### src/rtl/exec_stage_md_pkg.sv
// Shared types for the execute stage: ALU ops, M-extension ops, branch codes,
// mul/div FSM states and forwarding selects, plus operand-signedness helpers.
// Build option FAST_MUL_EN (see exec_stage_md) does not change anything here.
package exec_stage_md_pkg;

   typedef enum logic [3:0] {
      ALU_ADD  = 4'd0,
      ALU_SUB  = 4'd1,
      ALU_SLL  = 4'd2,
      ALU_SLT  = 4'd3,
      ALU_SLTU = 4'd4,
      ALU_XOR  = 4'd5,
      ALU_SRL  = 4'd6,
      ALU_SRA  = 4'd7,
      ALU_OR   = 4'd8,
      ALU_AND  = 4'd9,
      ALU_PASS = 4'd10
   } aluop_type_e;

   // funct3 encoding of the RV32M instructions
   typedef enum logic [2:0] {
      MD_MUL    = 3'b000,
      MD_MULH   = 3'b001,
      MD_MULHSU = 3'b010,
      MD_MULHU  = 3'b011,
      MD_DIV    = 3'b100,
      MD_DIVU   = 3'b101,
      MD_REM    = 3'b110,
      MD_REMU   = 3'b111
   } md_op_e;

   localparam logic [2:0] BR_EQ  = 3'b000;
   localparam logic [2:0] BR_NE  = 3'b001;
   localparam logic [2:0] BR_LT  = 3'b100;
   localparam logic [2:0] BR_GE  = 3'b101;
   localparam logic [2:0] BR_LTU = 3'b110;
   localparam logic [2:0] BR_GEU = 3'b111;

   typedef enum logic [1:0] {
      IDLE = 2'd0,
      CALC = 2'd1,
      DONE = 2'd2
   } md_state_e;

   typedef enum logic [1:0] {
      FWD_RF   = 2'b00,
      FWD_E2M  = 2'b01,
      FWD_WB   = 2'b10,
      FWD_RF_X = 2'b11
   } fwd_sel_e;

   function automatic logic is_div(input md_op_e op);
      return op[2];
   endfunction

   // rs1 is treated as signed for MUL, MULH, MULHSU, DIV, REM
   function automatic logic a_signed(input md_op_e op);
      return (op == MD_MUL) || (op == MD_MULH) || (op == MD_MULHSU) ||
             (op == MD_DIV) || (op == MD_REM);
   endfunction

   // rs2 is treated as signed for MUL, MULH, DIV, REM
   function automatic logic b_signed(input md_op_e op);
      return (op == MD_MUL) || (op == MD_MULH) || (op == MD_DIV) || (op == MD_REM);
   endfunction

endpackage

### src/rtl/exec_stage_md_muldiv_iter.sv
// Iterative RV32M multiply/divide: magnitudes in, one bit per cycle, sign fix at the end.
// Latency: accept cycle + MD_CYCLES CALC cycles + one DONE cycle carrying the result.
// busy is high in the accept cycle and through CALC; flush or rst abandons the operation.
module muldiv_iter
   import exec_stage_md_pkg::*;
#(
   parameter int WIDTH     = 32,
   parameter int MD_CYCLES = WIDTH
) (
   input  logic             clk,
   input  logic             rst,
   input  logic             start,
   input  md_op_e           op,
   input  logic [WIDTH-1:0] a,
   input  logic [WIDTH-1:0] b,
   input  logic             flush,
   output logic             busy,
   output logic             done,
   output logic [WIDTH-1:0] result
);

   localparam int CW = $clog2(MD_CYCLES);

   md_state_e          state, state_nx;
   logic [CW-1:0]      cnt;
   md_op_e             op_q;
   logic [WIDTH-1:0]   opnd;       // multiplicand or divisor magnitude
   logic [2*WIDTH-1:0] acc;        // {hi, lo}: product, or {remainder, quotient}
   logic               neg_q;      // negate product / quotient at the end
   logic               neg_r;      // negate remainder at the end
   logic               b_zero;     // divisor was zero

   logic               sgn_a, sgn_b;
   logic [WIDTH-1:0]   mag_a, mag_b;
   logic [WIDTH:0]     mul_sum;
   logic [2*WIDTH-1:0] mul_nx;
   logic [WIDTH:0]     div_trial, div_diff;
   logic [2*WIDTH-1:0] div_nx;

   // Operand magnitudes according to the signedness of the requested op
   always_comb begin
      sgn_a = a_signed(op) & a[WIDTH-1];
      sgn_b = b_signed(op) & b[WIDTH-1];
      mag_a = sgn_a ? -a : a;
      mag_b = sgn_b ? -b : b;
   end

   // One shift-add step and one restoring-division step, selected in the register
   always_comb begin
      mul_sum   = {1'b0, acc[2*WIDTH-1:WIDTH]} + {1'b0, (acc[0] ? opnd : '0)};
      mul_nx    = {mul_sum, acc[WIDTH-1:1]};
      div_trial = {acc[2*WIDTH-1:WIDTH], acc[WIDTH-1]};
      div_diff  = div_trial - {1'b0, opnd};
      if (div_diff[WIDTH])
         div_nx = {div_trial[WIDTH-1:0], acc[WIDTH-2:0], 1'b0};
      else
         div_nx = {div_diff[WIDTH-1:0], acc[WIDTH-2:0], 1'b1};
   end

   // Next-state and handshake outputs
   always_comb begin
      state_nx = state;
      busy     = 1'b0;
      done     = 1'b0;
      case (state)
         IDLE: begin
            if (start) begin
               state_nx = CALC;
               busy     = 1'b1;
            end
         end
         CALC: begin
            busy = 1'b1;
            if (cnt == '0)
               state_nx = DONE;
         end
         DONE: begin
            done     = 1'b1;
            state_nx = IDLE;
         end
         default: state_nx = IDLE;
      endcase
      if (flush)
         state_nx = IDLE;
   end

   // State, operand latch and iteration registers
   always_ff @(posedge clk or posedge rst) begin
      if (rst) begin
         state  <= IDLE;
         cnt    <= '0;
         op_q   <= MD_MUL;
         opnd   <= '0;
         acc    <= '0;
         neg_q  <= 1'b0;
         neg_r  <= 1'b0;
         b_zero <= 1'b0;
      end else begin
         state <= state_nx;
         if (state == IDLE && start && !flush) begin
            op_q   <= op;
            cnt    <= CW'(MD_CYCLES - 1);
            b_zero <= (b == '0);
            neg_q  <= sgn_a ^ sgn_b;
            neg_r  <= sgn_a;
            if (is_div(op)) begin
               opnd <= mag_b;
               acc  <= {{WIDTH{1'b0}}, mag_a};
            end else begin
               opnd <= mag_a;
               acc  <= {{WIDTH{1'b0}}, mag_b};
            end
         end else if (state == CALC) begin
            cnt <= cnt - 1'b1;
            acc <= is_div(op_q) ? div_nx : mul_nx;
         end
      end
   end

   logic [2*WIDTH-1:0] prod;
   logic [WIDTH-1:0]   quo, rem;

   // Sign correction and result selection; the divide-by-zero quotient is forced,
   // while the overflow case falls out of the magnitude arithmetic naturally
   always_comb begin
      prod = neg_q ? -acc : acc;
      quo  = b_zero ? '1 : (neg_q ? -acc[WIDTH-1:0] : acc[WIDTH-1:0]);
      rem  = neg_r ? -acc[2*WIDTH-1:WIDTH] : acc[2*WIDTH-1:WIDTH];
      case (op_q)
         MD_MUL:                        result = prod[WIDTH-1:0];
         MD_MULH, MD_MULHSU, MD_MULHU:  result = prod[2*WIDTH-1:WIDTH];
         MD_DIV, MD_DIVU:               result = quo;
         default:                       result = rem;
      endcase
   end

endmodule

### src/rtl/exec_stage_md.sv
// Execute stage: operand forwarding, ALU, branch compare and RV32M mul/div with stall.
// Latency: ALU/branch combinational; mul/div WIDTH+2 cycles (FAST_MUL_EN: multiplies 0).
// md_busy freezes IF/ID/EX while the iterative unit works; flush drops it next edge.
module exec_stage_md
   import exec_stage_md_pkg::*;
#(
   parameter int WIDTH     = 32,
   parameter int MD_CYCLES = WIDTH
) (
   input  logic             clk,
   input  logic             rst,
   input  logic             valid_i,
   input  logic             flush,
   input  logic [WIDTH-1:0] pc_addr,
   input  logic [WIDTH-1:0] rdata1,
   input  logic [WIDTH-1:0] rdata2,
   input  logic [WIDTH-1:0] imm,
   input  logic             sel_a,
   input  logic             sel_b,
   input  logic [1:0]       forward_ae,
   input  logic [1:0]       forward_be,
   input  logic [WIDTH-1:0] alu_e2m,
   input  logic [WIDTH-1:0] wb_data,
   input  aluop_type_e      alu_op,
   input  logic             md_req,
   input  logic [2:0]       md_op,
   input  logic [2:0]       br_type,
   output logic [WIDTH-1:0] for_a,
   output logic [WIDTH-1:0] for_b,
   output logic [WIDTH-1:0] result,
   output logic             br_taken,
   output logic             md_busy
);

   localparam int SHW = $clog2(WIDTH);

   logic [WIDTH-1:0] fwd_a, fwd_b, src_a, src_b, alu_res;
   logic [SHW-1:0]   shamt;
   md_op_e           mop;

   assign mop = md_op_e'(md_op);

   // Forwarding muxes; the unused code 11 reads the register file
   always_comb begin
      case (fwd_sel_e'(forward_ae))
         FWD_E2M: fwd_a = alu_e2m;
         FWD_WB:  fwd_a = wb_data;
         default: fwd_a = rdata1;
      endcase
      case (fwd_sel_e'(forward_be))
         FWD_E2M: fwd_b = alu_e2m;
         FWD_WB:  fwd_b = wb_data;
         default: fwd_b = rdata2;
      endcase
      src_a = sel_a ? pc_addr : fwd_a;
      src_b = sel_b ? imm : fwd_b;
      shamt = src_b[SHW-1:0];
   end

   assign for_a = fwd_a;
   assign for_b = fwd_b;

   // Single-cycle ALU; unknown opcodes yield zero
   always_comb begin
      case (alu_op)
         ALU_ADD:  alu_res = src_a + src_b;
         ALU_SUB:  alu_res = src_a - src_b;
         ALU_SLL:  alu_res = src_a << shamt;
         ALU_SLT:  alu_res = {{(WIDTH-1){1'b0}}, ($signed(src_a) < $signed(src_b))};
         ALU_SLTU: alu_res = {{(WIDTH-1){1'b0}}, (src_a < src_b)};
         ALU_XOR:  alu_res = src_a ^ src_b;
         ALU_SRL:  alu_res = src_a >> shamt;
         ALU_SRA:  alu_res = $signed(src_a) >>> shamt;
         ALU_OR:   alu_res = src_a | src_b;
         ALU_AND:  alu_res = src_a & src_b;
         ALU_PASS: alu_res = src_b;
         default:  alu_res = '0;
      endcase
   end

   // Branch comparator on the forwarded register operands
   always_comb begin
      case (br_type)
         BR_EQ:   br_taken = (fwd_a == fwd_b);
         BR_NE:   br_taken = (fwd_a != fwd_b);
         BR_LT:   br_taken = ($signed(fwd_a) <  $signed(fwd_b));
         BR_GE:   br_taken = ($signed(fwd_a) >= $signed(fwd_b));
         BR_LTU:  br_taken = (fwd_a <  fwd_b);
         BR_GEU:  br_taken = (fwd_a >= fwd_b);
         default: br_taken = 1'b0;
      endcase
      if (!valid_i)
         br_taken = 1'b0;
   end

   logic             fast_mul;
   logic [WIDTH-1:0] fast_res;

`ifdef FAST_MUL_EN
   logic [2*WIDTH-1:0] ext_a, ext_b, fast_prod;

   // Single-cycle multiplier: sign/zero-extend to 2*WIDTH and keep the low product
   always_comb begin
      fast_mul  = !is_div(mop);
      ext_a     = {{WIDTH{a_signed(mop) & fwd_a[WIDTH-1]}}, fwd_a};
      ext_b     = {{WIDTH{b_signed(mop) & fwd_b[WIDTH-1]}}, fwd_b};
      fast_prod = ext_a * ext_b;
      fast_res  = (mop == MD_MUL) ? fast_prod[WIDTH-1:0] : fast_prod[2*WIDTH-1:WIDTH];
   end
`else
   assign fast_mul = 1'b0;
   assign fast_res = '0;
`endif

   logic             md_start, md_done;
   logic [WIDTH-1:0] md_res;

   // rst also gates the accept so the stall drops the moment reset is applied
   assign md_start = valid_i & md_req & ~flush & ~rst & ~fast_mul;

   muldiv_iter #(
      .WIDTH     (WIDTH),
      .MD_CYCLES (MD_CYCLES)
   ) u_muldiv (
      .clk    (clk),
      .rst    (rst),
      .start  (md_start),
      .op     (mop),
      .a      (fwd_a),
      .b      (fwd_b),
      .flush  (flush),
      .busy   (md_busy),
      .done   (md_done),
      .result (md_res)
   );

   // Result select; an iterative op shows zero until DONE since it is not captured
   always_comb begin
      if (md_req) begin
         if (fast_mul)
            result = fast_res;
         else
            result = md_done ? md_res : '0;
      end else begin
         result = alu_res;
      end
   end

endmodule

### config.mk
export PLATFORM = sky130hd
export DESIGN_NAME = exec_stage_md
export DESIGN_NICKNAME = d
export VERILOG_FILES = /design/src/rtl/exec_stage_md_pkg.sv /design/src/rtl/exec_stage_md_muldiv_iter.sv /design/src/rtl/exec_stage_md.sv
export SDC_FILE = /design/constraint.sdc
export NUM_CORES = 2
export LEC_CHECK = 0
export CAP_MARGIN = 40
export CELL_PAD_IN_SITES_DETAIL_PLACEMENT = 0
export CELL_PAD_IN_SITES_GLOBAL_PLACEMENT = 1
export CORE_MARGIN = 4
export CORE_UTILIZATION = 35
export CTS_BUF_LIST = sky130_fd_sc_hd__clkbuf_8 sky130_fd_sc_hd__clkbuf_16
export CTS_CLUSTER_DIAMETER = 150
export DETAILED_ROUTE_END_ITERATION = 16
export GPL_TIMING_DRIVEN = 0
export PLACE_DENSITY = 0.76
export SYNTH_ARGS = -nofsm -noshare
export SYNTH_HDL_FRONTEND = slang
export SYNTH_SLANG_ARGS = --single-unit
### constraint.sdc
create_clock -name clk -period 23.5 [get_ports clk]
set_clock_uncertainty 0.15 [all_clocks]
set_input_delay 4.7 -clock clk [delete_from_list [all_inputs] [get_ports clk]]
set_output_delay 4.7 -clock clk [all_outputs]
set_load 0.03 [all_outputs]
## Word-level counts from Yosys, hierarchy flattened

Index checks and enable logic that the tools add are counted.

- Register bits after elaboration: 109
- Input bits: 213

- Add/subtract/negate cells: 10
- $lt $le $gt $ge: 6
- Equal/unequal tests: 34
- Shift-type cells: 3
- Mux-type cells: 32
- Bitwise operators: 11
- Reductions and logical operators: 20

Operator list:

| kind | number |
|---|---|
| two-way mux 32 bit | 12 |
| one-hot mux 32 bit (11 select lines) | 1 |
| two-way mux 64 bit | 5 |
| < comparator 32 bit | 4 |
| negation 32 bit | 4 |
| one-hot mux 32 bit (2 select lines) | 2 |
| one-hot mux 32 bit (3 select lines) | 1 |
| greater-or-equal comparator 32 bit | 2 |
| negation 64 bit | 1 |
| adder 32 x 32 -> 33 bit | 1 |
| subtractor 33 x 32 -> 33 bit | 1 |
| adder 32 bit | 1 |
| AND 32 bit | 1 |
| == test 32 bit | 1 |
| logical NOT 32 bit | 1 |
| inequality test 32 bit | 1 |
| OR 32 bit | 1 |
| left shift 32 x 5 -> 32 bit | 1 |
| right shift 32 x 5 -> 32 bit | 1 |
| >>> shifter 32 x 5 -> 32 bit | 1 |
| subtractor 32 bit | 1 |
| bitwise XOR 32 bit | 1 |
| == test 3 bit, second input constant | 8 |
| == test 4 x 3 -> 1 bit, second input constant | 4 |
| other kinds (29) | 59 |

## Longest topological paths before layout

- Depth after elaboration: 9
- Gate-level depth with buffers: 22
- Gate-level depth less buffers: 19

## Cells and area by module

From an unflattened synthesis, not the netlist that was laid out.

- Cells, all modules: 3689
- Area, all modules: 26295.2 µm²

By module, submodules not included:

| module | instances | cells an instance | area each (µm²) |
|---|---|---|---|
| exec_stage_md | 1 | 1929 | 13331.5 |
| muldiv_iter | 1 | 1760 | 12963.7 |

## Worst setup path before layout

OpenSTA, ideal clock, no wires.

- Path type: input to output
- Start: in forward_be[0]
- End: out result[30]
- Arrival: 9.955 ns
- Required time: 18.650 ns
- Slack: 8.695 ns
- Cell stages on the path: 21
- Path buffers: 5
- Cells stage by stage: inv_1 ha_1 buf_6 a221oi_1 nor2_1 a21boi_1 clkbuf_1 clkbuf_1 buf_1 ha_1 clkbuf_1 a21oi_1 a21o_1 a21oi_1 a221oi_1 o21ai_0 o41ai_1 mux2i_1 nand4_1 a211oi_1 o21ai_0

- Word-level cells in the longest chain between the ends: 6
- Elaborated cells between the ends (all ways): 14
- Those cells by class: 2 x add/sub; 2 x eq/ne; 3 x shift; 4 x mux; 3 x bitwise

RTL lines:

| element | line | RTL |
|---|---|---|
| start, declared | exec_stage_md.sv:21 | `input logic [1:0] forward_be,` |
| == test 2 bit or == test 2 x 1 -> 1 bit (tied branches) | exec_stage_md.sv:50 | `case (fwd_sel_e'(forward_be))` |
| one-hot mux 32 bit (2 select lines) (*) | exec_stage_md.sv:50 |  |
| net for_b[3] | exec_stage_md.sv:29 | `output logic [WIDTH-1:0] for_b,` |
| two-way mux 32 bit (*) | exec_stage_md.sv:56 | `src_b = sel_b ? imm : fwd_b;` |
| subtractor 32 bit (tied with other cells) | exec_stage_md.sv:67 | `ALU_SUB: alu_res = src_a - src_b;` |
| one-hot mux 32 bit (11 select lines) (*) | exec_stage_md.sv:65 | `case (alu_op)` |
| two-way mux 32 bit (*) | exec_stage_md.sv:139 | `if (md_req) begin` |
| end, declared | exec_stage_md.sv:30 | `output logic [WIDTH-1:0] result,` |

Mark *: on every way through the listed nets, which the timed path passes. The rest lies on a longest branch.

## Worst setup path in the final report

- Start: in forward_be[1]
- End: out result[29]

- Word-level cells in the longest chain between the ends: 6
- Elaborated cells between the ends (all ways): 14
- Those cells by class: 2 x add/sub; 2 x eq/ne; 3 x shift; 4 x mux; 3 x bitwise

RTL lines:

| element | line |
|---|---|
| == test 2 bit or == test 2 x 1 -> 1 bit (tied branches) | exec_stage_md.sv:50 |
| one-hot mux 32 bit (2 select lines) (*) | exec_stage_md.sv:50 |
| two-way mux 32 bit (*) | exec_stage_md.sv:56 |
| subtractor 32 bit (tied with other cells) | exec_stage_md.sv:67 |
| one-hot mux 32 bit (11 select lines) (*) | exec_stage_md.sv:65 |
| two-way mux 32 bit (*) | exec_stage_md.sv:139 |

Mark *: on every way between the ends. The rest lies on a longest branch, timed or not.

==> run metrics <==
status completed; largest net degree at the start of global routing 66; Total GRT Usage 41.53%; TritonCTS clock tree done; clk buf depth 2; Clock Pin Slew Worst Setup and Hold Paths 0.08 ns; number of CTS-inserted buffers 9; share of layout cells above drive strength 1 5.609%; post-DR vias/cell 6.548; initial antenna violation count 9; Fin Hold WS 0.3379 ns; pwr dens 82.65 nW/µm²; flop2flop setup slack 18.22 ns; VDD IR-drop max 55.46 µV; vias in the first global route 31290; Max Clock Freq 54.01 MHz; DIE AREA 77110 µm²; crit-path max FO 11; MaxCap Viol Count 0; Post-synth top flop dfrtp_1; number of synthesized flops with an enable pin 0; fin nets 4555; largest family of logic cells by synthesized area compound AO/OA/AOI/OAI gates; R2R cell count 15; final RePlAce weighted congestion 1.104; H-Tree Depth 3; post-CTS setup buffers 0; r2r startpoint u_muldiv.acc[31]; Hold Fails Final Rpt 0; Detailed Route WL 169.6 mm; Setup crit start kind primary input; Resized Gates After CTS 0; global-route wire length before repair 235.4 mm; register bit total from synthesis 109; final worst path period need 18.51 ns; Worst Setup End Kind primary output; CP max stage cell buf_1; kind of critical path in -> out; post-DP HPWL 143.4 mm; min-delay worst type reg -> reg; Mapped Nets 4155; # hold bufs at CTS 0; Yosys cell types 94; Crit path depth 24; worst setup margin 4.985 ns; Initial Util 35.49%; total negative slack 0 ns; CP Capture Point result[29]; height of the die 277.7 µm; final std cells w/o fill 5093; arrival time at the worst endpoint 13.66 ns; final setup violation count 0; top cells by area, synth dfrtp_1, ha_1, o21ai_0; gr ovfl total 0; Worst path top cell family by delay buffers and inverters; RSZ-0062 raised after global routing no; compound-gate portion of the synthesized area 34.52%; Top Ports 311; post-synthesis sequential area ratio 10.72%; drt drc 0; filler cell count 7768; remaining antenna violation count after routing 0; Cell Rows 98; post-synthesis simple-gate area fraction 22.54%; CP dominant cell by count buf_1; RR Endpoint u_muldiv.acc[60]; Worst-Margin Slew 1.117 ns; Post-Syn Area 25450 µm²; Worst Setup SP forward_be[1]; total power 0.002549 W; wire per inst 33.30 µm; router iterations before antenna repair 8; post-synthesis mux area share 6.547%; Crit path buffers/inverters 10; critical path's largest stage delay 0.79 ns; synth warn 0; worst-skew pair later-pin latency 0.38 ns; area leader, netlist dfrtp_1; Port Buf Inserts 309; Slew Viols, Final 0; leakage power 12.60 nW; Post-Synth Adder-Cell Area 10.49%; post-placement cell count 5066; via count 33350; number of DRC markers in iteration 0 4438; TritonCTS Sinks 109; root buffer cell clkbuf_16; Syn Inst Count 3731; DIE WIDTH 277.7 µm; Data required, critical path 18.65 ns; crit path cell chain clkdlybuf4s50_1 > inv_1 > ha_1 > buf_2 > a221oi_2 > o31a_1 > buf_2 > buf_1 > buf_1 > buf_1 > ha_1 > nand2b_1 > o211ai_1 > a31o_2 > nand4b_1 > a2111oi_0 > buf_1 > o41ai_1 > clkdlybuf4s15_2 > mux2i_1 > nor2_1 > o41ai_1 > o211ai_1 > clkdlybuf4s50_1; share of the synthesized area in the top cell type 10.72%; Async SR Flop Fraction 100.0%; Placement Setup Slack 5.496 ns; period utilisation layout 78.79%; Core ar. 71730 µm²; Area Overhead vs Synth 21.17%; Synth Area in XOR/XNOR 7.496%; Slew headroom 25.55%; mean area per synthesized cell 6.822 µm²
-- cells in the mapped netlist (63+ instances only) --
cell and instances:
nand2_1 363, nor2_1 327, o21ai_0 324, a21oi_1 267, clkbuf_1 214, inv_1 213
ha_1 207, mux2i_1 144, xnor2_1 139, nand3_1 126, dfrtp_1 109, o211ai_1 88
xor2_1 77, nor3_1 64, a221oi_1 63
-- worst min path at each step --
stage	to	depth (start not counted)	startpoint
CTS	u_muldiv.opnd[14]	2	u_muldiv.opnd[14]
global route	u_muldiv.opnd[2]	2	u_muldiv.opnd[2]
finish	u_muldiv.opnd[14]	2	u_muldiv.opnd[14]
detailed placement	u_muldiv.opnd[14]	2	u_muldiv.opnd[14]
floorplan	u_muldiv.opnd[14]	2	u_muldiv.opnd[14]
global placement	u_muldiv.opnd[14]	2	u_muldiv.opnd[14]
-- kinds of logic after synthesis --
family | Yosys count
AOI/OAI and AO/OA | 1325
xor gates and xnor gates | 217
adders and majority gates | 211
buffers and inverters | 502
DFF | 109
muxes | 164
and+or+nand+nor | 1203
-- flip-flops by register name (all words and copies together), names as in the netlist --
name / count
u_muldiv.acc: 64
u_muldiv.opnd: 32
u_muldiv.cnt: 5
u_muldiv.op_q: 3
u_muldiv.state: 2
u_muldiv.b_zero: 1
u_muldiv.neg_q: 1
u_muldiv.neg_r: 1
-- where the power goes --
part | leakage, nW | internal (W) | switching [W] | total [W]
Sequential | 1.36 | 0.000247 | 0.0000833 | 0.000331
Clock | 0.166 | 0.0000966 | 0.0000852 | 0.000182
Combinational | 11.1 | 0.000687 | 0.00135 | 0.00204
-- per-stage QoR --
step	area, µm²	utilization [%]
finish	30840	43.00
global route	30820	42.97
CTS	30800	42.94
detailed placement	30460	42.46
global placement	29740	41.45
floorplan	25450	-
-- per-layer routing --
metal / up-vias / part of all wire (%) / global-route usage (%)
li1: 14580 / - / -
met1: 16060 / 41 / 54.69
met2: 2304 / 41 / 60.92
met3: 398 / 12 / 11.96
met4: 10 / 6.8 / 22.65
met5: - / 0.049 / 0
-- cells in the final DEF, fill, tap and decap left out, types with 109 or more instances in the layout --
cell	netlist	routed
ha_1	207	207
a21oi_1	267	267
mux2i_1	144	144
inv_1	213	212
o21ai_0	324	320
clkbuf_1	214	214
dfrtp_1	109	109
nand2_1	363	363
xnor2_1	139	139
clkdlybuf4s50_1	0	309
nor2_1	327	327
nand3_1	126	126
-- worst reg2reg max path: stages, from the launching register on --
cell      delay, ns
dfrtp_1        0.49
inv_1          0.18
ha_1           0.29
inv_1          0.09
fa_1           0.41
a21oi_1        0.24
nand4b_1       0.18
nand4b_1       0.16
a221o_1        0.45
o21bai_1       0.46
a31oi_1        0.21
o22ai_2        0.43
xor2_2         0.57
clkbuf_1       0.59
nand3_1        0.17
nand3_1        0.14
-- cell type report --
cell class	instances	area, µm²	area share (%)
Antenna cell	7	17.52	0.05680
Buffer	285	1144	3.708
Clock buffer	9	225.2	0.7302
Clock inverter	7	116.4	0.3773
Inverter	217	817.0	2.649
Multi-Input combinational cell	3120	20900	67.76
Sequential cell	109	2728	8.844
Tap cell	950	1189	3.854
Timing Repair Buffer	389	3706	12.02
(Power assumes the default switching activity.)
